### config.mk
export PLATFORM = sky130hd
export DESIGN_NAME = mult_ctrl
export DESIGN_NICKNAME = d
export VERILOG_FILES = /design/src/rtl/mult_ctrl.sv
export SDC_FILE = /design/constraint.sdc
export NUM_CORES = 1
export LEC_CHECK = 0
export ABC_AREA = 0
export CORE_MARGIN = 2
export CORE_UTILIZATION = 52
export CTS_CLUSTER_DIAMETER = 30
export DETAILED_ROUTE_END_ITERATION = 6
export PLACE_DENSITY = 0.79
export SLEW_MARGIN = 20
export SYNTH_ARGS = -nofsm -noshare
export SYNTH_HDL_FRONTEND = slang
export SYNTH_SLANG_ARGS = --single-unit
### constraint.sdc
create_clock -name clk -period 3.1 [get_ports clk]
set_clock_uncertainty 0.05 [all_clocks]
set_input_delay 0.62 -clock clk [delete_from_list [all_inputs] [get_ports clk]]
set_output_delay 0.62 -clock clk [all_outputs]
set_load 0.05 [all_outputs]
### src/rtl/mult_ctrl.sv
// mult_ctrl: issue/writeback controller for a 1..3 cycle pipelined multiplier.
// Each issued op is tracked through three age slots (S1..S3). A writeback
// reservation vector keeps two ops from landing on the single writeback
// port in the same cycle. A register scoreboard on the slots stalls
// RAW/WAW hazards against ops that are not yet retiring.
// Writeback, stage enables and busy are registered. They are computed from
// the next-cycle slot contents, so each one is valid for the cycle the
// slots describe.

module mult_ctrl #(
    parameter int RD_W = 5
) (
    input  logic            clk,
    input  logic            rst_n,
    input  logic            req_valid,
    output logic            req_ready,
    input  logic [1:0]      req_op,
    input  logic [1:0]      req_lat,
    input  logic [RD_W-1:0] req_rd,
    input  logic [RD_W-1:0] req_rs1,
    input  logic [RD_W-1:0] req_rs2,
    input  logic            flush,
    output logic            en_e,
    output logic            en_m,
    output logic            en_w,
    output logic            wb_valid,
    output logic [RD_W-1:0] wb_rd,
    output logic [1:0]      wb_sel,
    output logic            busy
);

    // Effective latency: upper-half ops always take the full three stages,
    // and an encoded latency of zero means three.
    function automatic logic [1:0] eff_latency(input logic [1:0] op, input logic [1:0] lat);
        logic [1:0] l;
        if (op != 2'b00) begin
            l = 2'd3;
        end else if (lat == 2'd0) begin
            l = 2'd3;
        end else begin
            l = lat;
        end
        return l;
    endfunction

    // Slot state; index 0 is S1 (youngest), index 2 is S3 (oldest)
    logic [2:0]      slot_v_r;
    logic [RD_W-1:0] slot_rd_r [3];
    logic [1:0]      slot_l_r  [3];
    logic [2:0]      resv_r;

    // Registered outputs
    logic            wb_valid_r;
    logic [RD_W-1:0] wb_rd_r;
    logic [1:0]      wb_sel_r;
    logic            en_m_r;
    logic            en_w_r;
    logic            busy_r;

    // Combinational decision and next-state terms
    logic [1:0]      lat_s;
    logic [2:0]      retire_s;
    logic            hazard_s;
    logic [2:0]      resv_post_s;
    logic            collide_s;
    logic            ready_s;
    logic            issue_s;
    logic [2:0]      nxt_v_s;
    logic [RD_W-1:0] nxt_rd_s [3];
    logic [1:0]      nxt_l_s  [3];
    logic [2:0]      resv_nxt_s;
    logic            wb_valid_nxt_s;
    logic [RD_W-1:0] wb_rd_nxt_s;
    logic [1:0]      wb_sel_nxt_s;
    logic            en_m_nxt_s;
    logic            en_w_nxt_s;
    logic            busy_nxt_s;

    // Retire detection, hazard/port checks and the issue decision
    always_comb begin
        lat_s    = eff_latency(req_op, req_lat);
        retire_s = 3'b000;
        hazard_s = 1'b0;
        for (int k = 0; k < 3; k++) begin
            retire_s[k] = slot_v_r[k] && (slot_l_r[k] == 2'(k + 1));
            // A retiring op has already delivered its result this cycle, so it
            // cannot block a new request; x0 is never a real dependency.
            if (slot_v_r[k] && !retire_s[k] && (slot_rd_r[k] != '0) &&
                ((req_rs1 == slot_rd_r[k]) || (req_rs2 == slot_rd_r[k]) ||
                 (req_rd == slot_rd_r[k]))) begin
                hazard_s = 1'b1;
            end else begin
                hazard_s = hazard_s;
            end
        end
        // Bit j of resv_r claims the port j cycles from now; after this
        // cycle's shift, bit L-1 is the cycle a new op of latency L would use.
        resv_post_s = {1'b0, resv_r[2:1]};
        collide_s   = resv_post_s[lat_s - 2'd1];
        ready_s     = !collide_s && !hazard_s;
        issue_s     = req_valid && ready_s && !flush;
    end

    // Slot shift, reservation update and next values of the registered outputs
    always_comb begin
        nxt_v_s    = 3'b000;
        resv_nxt_s = 3'b000;
        for (int k = 0; k < 3; k++) begin
            nxt_rd_s[k] = '0;
            nxt_l_s[k]  = 2'd0;
        end
        if (flush) begin
            nxt_v_s    = 3'b000;
            resv_nxt_s = 3'b000;
        end else begin
            if (issue_s) begin
                nxt_v_s[0]  = 1'b1;
                nxt_rd_s[0] = req_rd;
                nxt_l_s[0]  = lat_s;
                resv_nxt_s  = resv_post_s | (3'b001 << (lat_s - 2'd1));
            end else begin
                resv_nxt_s  = resv_post_s;
            end
            // Ops that did not retire in their current slot age by one slot
            for (int k = 1; k < 3; k++) begin
                if (slot_v_r[k-1] && !retire_s[k-1]) begin
                    nxt_v_s[k]  = 1'b1;
                    nxt_rd_s[k] = slot_rd_r[k-1];
                    nxt_l_s[k]  = slot_l_r[k-1];
                end else begin
                    nxt_v_s[k]  = 1'b0;
                end
            end
        end

        // At most one slot can be in its writeback cycle; the reservation
        // vector guarantees it, the priority order only keeps the mux simple.
        wb_valid_nxt_s = 1'b0;
        wb_rd_nxt_s    = '0;
        wb_sel_nxt_s   = 2'd0;
        if (nxt_v_s[0] && (nxt_l_s[0] == 2'd1)) begin
            wb_valid_nxt_s = 1'b1;
            wb_rd_nxt_s    = nxt_rd_s[0];
            wb_sel_nxt_s   = 2'd0;
        end else if (nxt_v_s[1] && (nxt_l_s[1] == 2'd2)) begin
            wb_valid_nxt_s = 1'b1;
            wb_rd_nxt_s    = nxt_rd_s[1];
            wb_sel_nxt_s   = 2'd1;
        end else if (nxt_v_s[2]) begin
            wb_valid_nxt_s = 1'b1;
            wb_rd_nxt_s    = nxt_rd_s[2];
            wb_sel_nxt_s   = 2'd2;
        end else begin
            wb_valid_nxt_s = 1'b0;
        end

        en_m_nxt_s = nxt_v_s[0] && (nxt_l_s[0] >= 2'd2);
        en_w_nxt_s = nxt_v_s[1] && (nxt_l_s[1] == 2'd3);
        busy_nxt_s = |nxt_v_s;
    end

    // Slot, reservation and output registers
    always_ff @(posedge clk or negedge rst_n) begin
        if (!rst_n) begin
            slot_v_r   <= 3'b000;
            resv_r     <= 3'b000;
            for (int k = 0; k < 3; k++) begin
                slot_rd_r[k] <= '0;
                slot_l_r[k]  <= 2'd0;
            end
            wb_valid_r <= 1'b0;
            wb_rd_r    <= '0;
            wb_sel_r   <= 2'd0;
            en_m_r     <= 1'b0;
            en_w_r     <= 1'b0;
            busy_r     <= 1'b0;
        end else begin
            slot_v_r   <= nxt_v_s;
            resv_r     <= resv_nxt_s;
            for (int k = 0; k < 3; k++) begin
                slot_rd_r[k] <= nxt_rd_s[k];
                slot_l_r[k]  <= nxt_l_s[k];
            end
            wb_valid_r <= wb_valid_nxt_s;
            wb_rd_r    <= wb_rd_nxt_s;
            wb_sel_r   <= wb_sel_nxt_s;
            en_m_r     <= en_m_nxt_s;
            en_w_r     <= en_w_nxt_s;
            busy_r     <= busy_nxt_s;
        end
    end

    assign req_ready = ready_s;
    assign en_e      = issue_s;
    assign en_m      = en_m_r;
    assign en_w      = en_w_r;
    assign wb_valid  = wb_valid_r;
    assign wb_rd     = wb_rd_r;
    assign wb_sel    = wb_sel_r;
    assign busy      = busy_r;

endmodule

==> Word level (Yosys, flattened, before mapping) <==
Cells that the tools add are included.
{ "totals": {"register_bits": 38, "out_inout_bits": 13, "word_cells": 101} }
{ "op_classes": {"addsub": 1, "order_cmp": 2, "eq_ne": 15, "n_shift": 1, "muxes": 30, "n_bitwise": 1, "n_reduce_logical": 37} }
{ "ops": {"columns": ["op", "n"], "rows": [
  ["$eq 5x5->1", 9],
  ["$mux 5", 6],
  ["$logic_and 1x1->1", 19],
  ["$mux 2", 8],
  ["$mux 15", 1],
  ["$reduce_bool 5->1", 3],
  ["$mux 1", 10],
  ["$mux 3", 3],
  ["$eq 2x2->1 const B", 4],
  ["$logic_not 1->1", 6],
  ["$logic_or 1x1->1", 6],
  ["$mux 6", 1],
  ["$eq 2x1->1 const B", 2],
  ["$lt 2x3->1 const B", 1],
  ["$or 2x3->3", 1],
  ["$reduce_or 3->1", 1],
  ["$shl 1x2->3 const A", 1],
  ["$bmux 1 s2", 1],
  ["$ge 2x2->1 const B", 1],
  ["$logic_not 2->1", 1],
  ["$reduce_bool 2->1", 1],
  ["$sub 2x1->2 const B", 1]
]} }

==> Longest topological paths before layout <==
{ "depth": {"depth_word": 19, "depth_mapped": 9, "mapped_depth_nobuf": 8} }

==> Least setup slack after synthesis <==
No wires, ideal clock.
{ "synth_timing": {"path_kind": "input -> output", "from": "input port req_op[1]", "to": "output port req_ready", "arrival_ps": 2930, "required_time_ps": 2430, "slack_ps": -500, "path_stages": 6, "n_path_buf": 0, "cell_sequence": "nor4b_1 -> inv_1 -> ha_1 -> inv_1 -> o221ai_2 -> nor3b_1"} }
{ "synth_between": {"elab_chain_len": 7} }
{ "synth_lines": {"columns": ["element", "line", "text"], "rows": [
  ["from (decl)", "17", "input logic [1:0] req_op,"],
  ["$reduce_bool 2->1", "36", "if (op != 2'b00) begin"],
  ["$mux 2", "36", null],
  ["$sub 2x1->2", "99", "collide_s = resv_post_s[lat_s - 2'd1];"],
  ["$bmux 1 s2", "99", null],
  ["$mux 1 (not written as such)", "99", null],
  ["$logic_not 1->1", "100", "ready_s = !collide_s && !hazard_s;"],
  ["$logic_and 1x1->1", "100", null],
  ["to (decl)", "16", "output logic req_ready,"]
]} }
Every way passes these cells. The select of a mux whose other input is x is not followed.

==> Worst setup path in the final report <==
{ "layout_timing": {"from": "register slot_rd_r[7] (netlist bit)", "to": "output port en_e"} }
{ "layout_between": {"elab_chain_len": 10, "elab_cells_between_ends": 14, "classes_between": "eq/ne (3); mux (2); reduce/logical (9)"} }
{ "layout_lines": {"columns": ["element", "line", "text"], "rows": [
  ["from (decl)", "48", "logic [RD_W-1:0] slot_rd_r [3];"],
  ["from (signal, indexed assignment)", "181", "slot_rd_r[k] <= nxt_rd_s[k];"],
  ["$eq 5x5->1", "89", "((req_rs1 == slot_rd_r[k]) || (req_rs2 == slot_rd_r[k]) ||"],
  ["$logic_or 1x1->1 (2 in series)", "89", null],
  ["$logic_and 1x1->1 *", "88", "if (slot_v_r[k] && !retire_s[k] && (slot_rd_r[k] != '0) &&"],
  ["$mux 1 * (2 in series)", "88", null],
  ["$logic_not 1->1 *", "100", null],
  ["$logic_and 1x1->1 *", "100", null],
  ["$logic_and 1x1->1 * (2 in series)", "101", "issue_s = req_valid && ready_s && !flush;"],
  ["to (decl)", "23", "output logic en_e,"]
]} }
Every way passes the cells marked *; elsewhere a longest branch is shown, timed or not.

==> results_dict.tcl <==
set metrics [dict create \
    seq_area_um2 927.1 \
    final_max_slew_viol_count 0 \
    synth-warning-count 0 \
    first_pass_iters 4 \
    yosysMostFrequentCell "xor2_1" \
    min_path_type "flip-flop to flip-flop" \
    worstPathMaxFanout 4 \
    syn_nets 209 \
    status "finished clean" \
    first_iter_violations 61 \
    first_global_vias 1720 \
    nets 277 \
    grt_pass1_wl_mm 8.466 \
    setup_viol 0 \
    start_util_pct 54.34 \
    chipWidth_um 65.85 \
    fin_crit_ns 3.056 \
    fmax_ghz 0.3273 \
    netlist_area_mm2 0.001989 \
    finalCritPeriodShare_pct 98.57 \
    leakage_nw 1.390 \
    wl_per_cell_um 17.66 \
    multi_input_area_mm2 0.001064 \
    ys_top_cells_by_count "38 x xor2_1, 37 x dfrtp_1, 21 x and2_1" \
    dp_hpwl_mm 3.890 \
    syn_inst 184 \
    startpoint_type "flip-flop" \
    port_buffers 35 \
    antenna_found_initial 0 \
    drc 0 \
    clockBufferDepth 2 \
    synth_xor_area_share_pct 19.81 \
    io-pin-count 36 \
    hold_viol 0 \
    ir_drop_mv 0.3506 \
    synth.area.top_cells "dfrtp_1 47%, xor2_1 17%, and2_1 6.6%, mux2_2 5.7%, nor3_1 3.3%" \
    cp.required_ns 2.43 \
    use_met1_pct 35.36 \
    fp.dieH_um 65.85 \
    clock_latency_ns 0.30 \
    cap_violations 0 \
    synth_compound_area_share_pct 4.969 \
    cp-end-kind "output pin" \
    synthAdderAreaFrac_pct 1.258 \
    max-slew-margin-rel_pct 58.87 \
    area_growth_pct 39.06 \
    clk_pin_slew_ns 0.08 \
    cts_tree "done" \
    cts-root-buf "clkbuf_8" \
    synthMuxAreaShare_pct 6.164 \
    place_ws_ns -0.3342 \
    h-tree-depth 2 \
    via_count 1607 \
    final_util_pct 75.56 \
    die_area_mm2 0.004336 \
    synth_ff_type "dfrtp_1" \
    powerDensity_mw_per_mm2 364.8 \
    grtUsageMet3_pct 5.792 \
    worstMarginPinSlew_ns 0.6147 \
    synth_area_leader_cell "dfrtp_1" \
    cts.sinks 37 \
    gp_congestion 0.9195 \
    ys_seq_area_share_pct 46.54 \
    antenna_left 0 \
    tns_ns 0 \
    synth_edf_count 0 \
    synth_top_family_by_area "XOR/XNOR gates" \
    layout-drive-gt1-share_pct 27.27 \
    cp.arrival_ns 2.39 \
    met2_usage_pct 45.20 \
    synth_cell_type_count 30 \
    diodes 0 \
    fill_cells 266 \
    placementRows 22 \
    grt.busiest_layer "met2" \
    grtUsageTotal_pct 27.47 \
    synth_top_area_share_pct 46.54 \
    async_reset_ff_share_pct 100.0 \
    ys_ff_latch 37 \
    setup.worst_path.class "flip-flop to output pin" \
    fin_ws_ns 0.04431 \
    yosys.area_share.simple_pct 18.36 \
    cts_inserted_buffers 5 \
    grt_max_degree 38 \
    via_per_inst 5.339 \
    power.total_w 0.001009 \
    overflow 0 \
    core-area_mm2 0.003661 \
    totalWireLength_mm 5.316 \
    syn_area_per_cell_um2 10.81 \
]
-- through the flow --
step	std cells	hold slack, ns	instance area (um^2)
6_report	301	0.4788	2766
5_1_grt	301	0.5270	2766
4_1_cts	296	0.4767	2723
3_5_place_dp	287	0.4650	2600
3_3_place_gp	287	0.4598	2600
2_1_floorplan	184	0.2744	1994
-- report_power, final --
group / switching [W] / internal, W
sequential: 0.0000116 / 0.000495
clock: 0.000172 / 0.000155
combinational: 0.0000930 / 0.0000826
-- routing by layer --
metal,vias to the layer above,wire length [um],share of wire (%)
met3,13,309,5.8
met1,785,2246,42
met5,-,0,0
met4,0,131,2.5
met2,60,2628,49
li1,749,-,-
-- sequential cells by signal, indices dropped and copies added (netlist names) --
name       cells
en_w           1
slot_rd_r     15
slot_v_r       3
wb_rd          5
wb_sel         2
en_m           1
slot_l_r       6
resv_r         2
wb_valid       1
busy           1
-- cells in the final DEF, fill, tap and decap left out, types with 2 or more instances in the layout --
cell type,n
a22oi_1,2
dfrtp_1,36
clkbuf_2,3
nor2_1,10
nor3_2,2
nand2_1,3
or4_1,2
nor3_1,11
o221ai_2,2
clkinv_2,2
dlymetal6s2s_1,4
dlygate4sd2_1,11
inv_1,8
and2_1,21
buf_12,2
ha_1,2
clkbuf_8,5
xor2_1,38
mux2_2,10
buf_4,33
nand3_1,3
clkdlybuf4s50_1,14
o21ai_0,3
xnor2_1,7
nor4b_4,3
-- cells by family (layout without fill, tap and decap cells) --
kind of cell             after synthesis  count (layout)
AND/OR/NAND/NOR                       62              62
adder cells (fa/ha/maj)                2               2
AO/OA/AOI/OAI                         12              12
buffers and inverters                 15              84
XOR/XNOR                              45              45
flip-flops                            37              37
multiplexers                          11              11
-- final cells by class --
type | instances | share of cell area, %
clock buffers | 5 | 2.488
multi-input cells | 132 | 38.44
clock inverters | 3 | 0.6332
flip-flops and latches | 37 | 33.51
repair buffers | 68 | 21.66
inverters | 8 | 1.085
well taps | 48 | 2.171
-- worst paths after layout --
path                                        start                     end  slack (ns)  cells after the start
max                        slot_rd_r[7]$_DFF_PN0_                    en_e        0.04                      7
min                         slot_v_r[0]$_DFF_PN0_   slot_l_r[3]$_DFF_PN0_        0.48                      2
max reg2reg                slot_rd_r[7]$_DFF_PN0_      wb_rd[2]$_DFF_PN0_        0.42                      9
min reg2reg                 slot_v_r[0]$_DFF_PN0_   slot_l_r[3]$_DFF_PN0_        0.48                      2
max in group asynchronous                   rst_n  slot_rd_r[7]$_DFF_PN0_        1.97                      2
min in group asynchronous                   rst_n   slot_v_r[2]$_DFF_PN0_        0.69                      2
-- critical path: stages (launching register included) --
cell and delay [ns]:
dfrtp_2 0.44, or4_1 0.54, o221ai_2 0.20, or4_4 0.18, o221ai_2 0.12, nor4b_4 0.30, buf_4 0.18, buf_12 0.13
-- what timing repair did --
action	4_1_cts	5_1_grt
buffers inserted	1	5
setup endpoints to repair	2	2
resized for setup	26	10
hold buffers	0	0
pin swaps	8	4
Note: power is estimated with default switching activity, not from simulation.
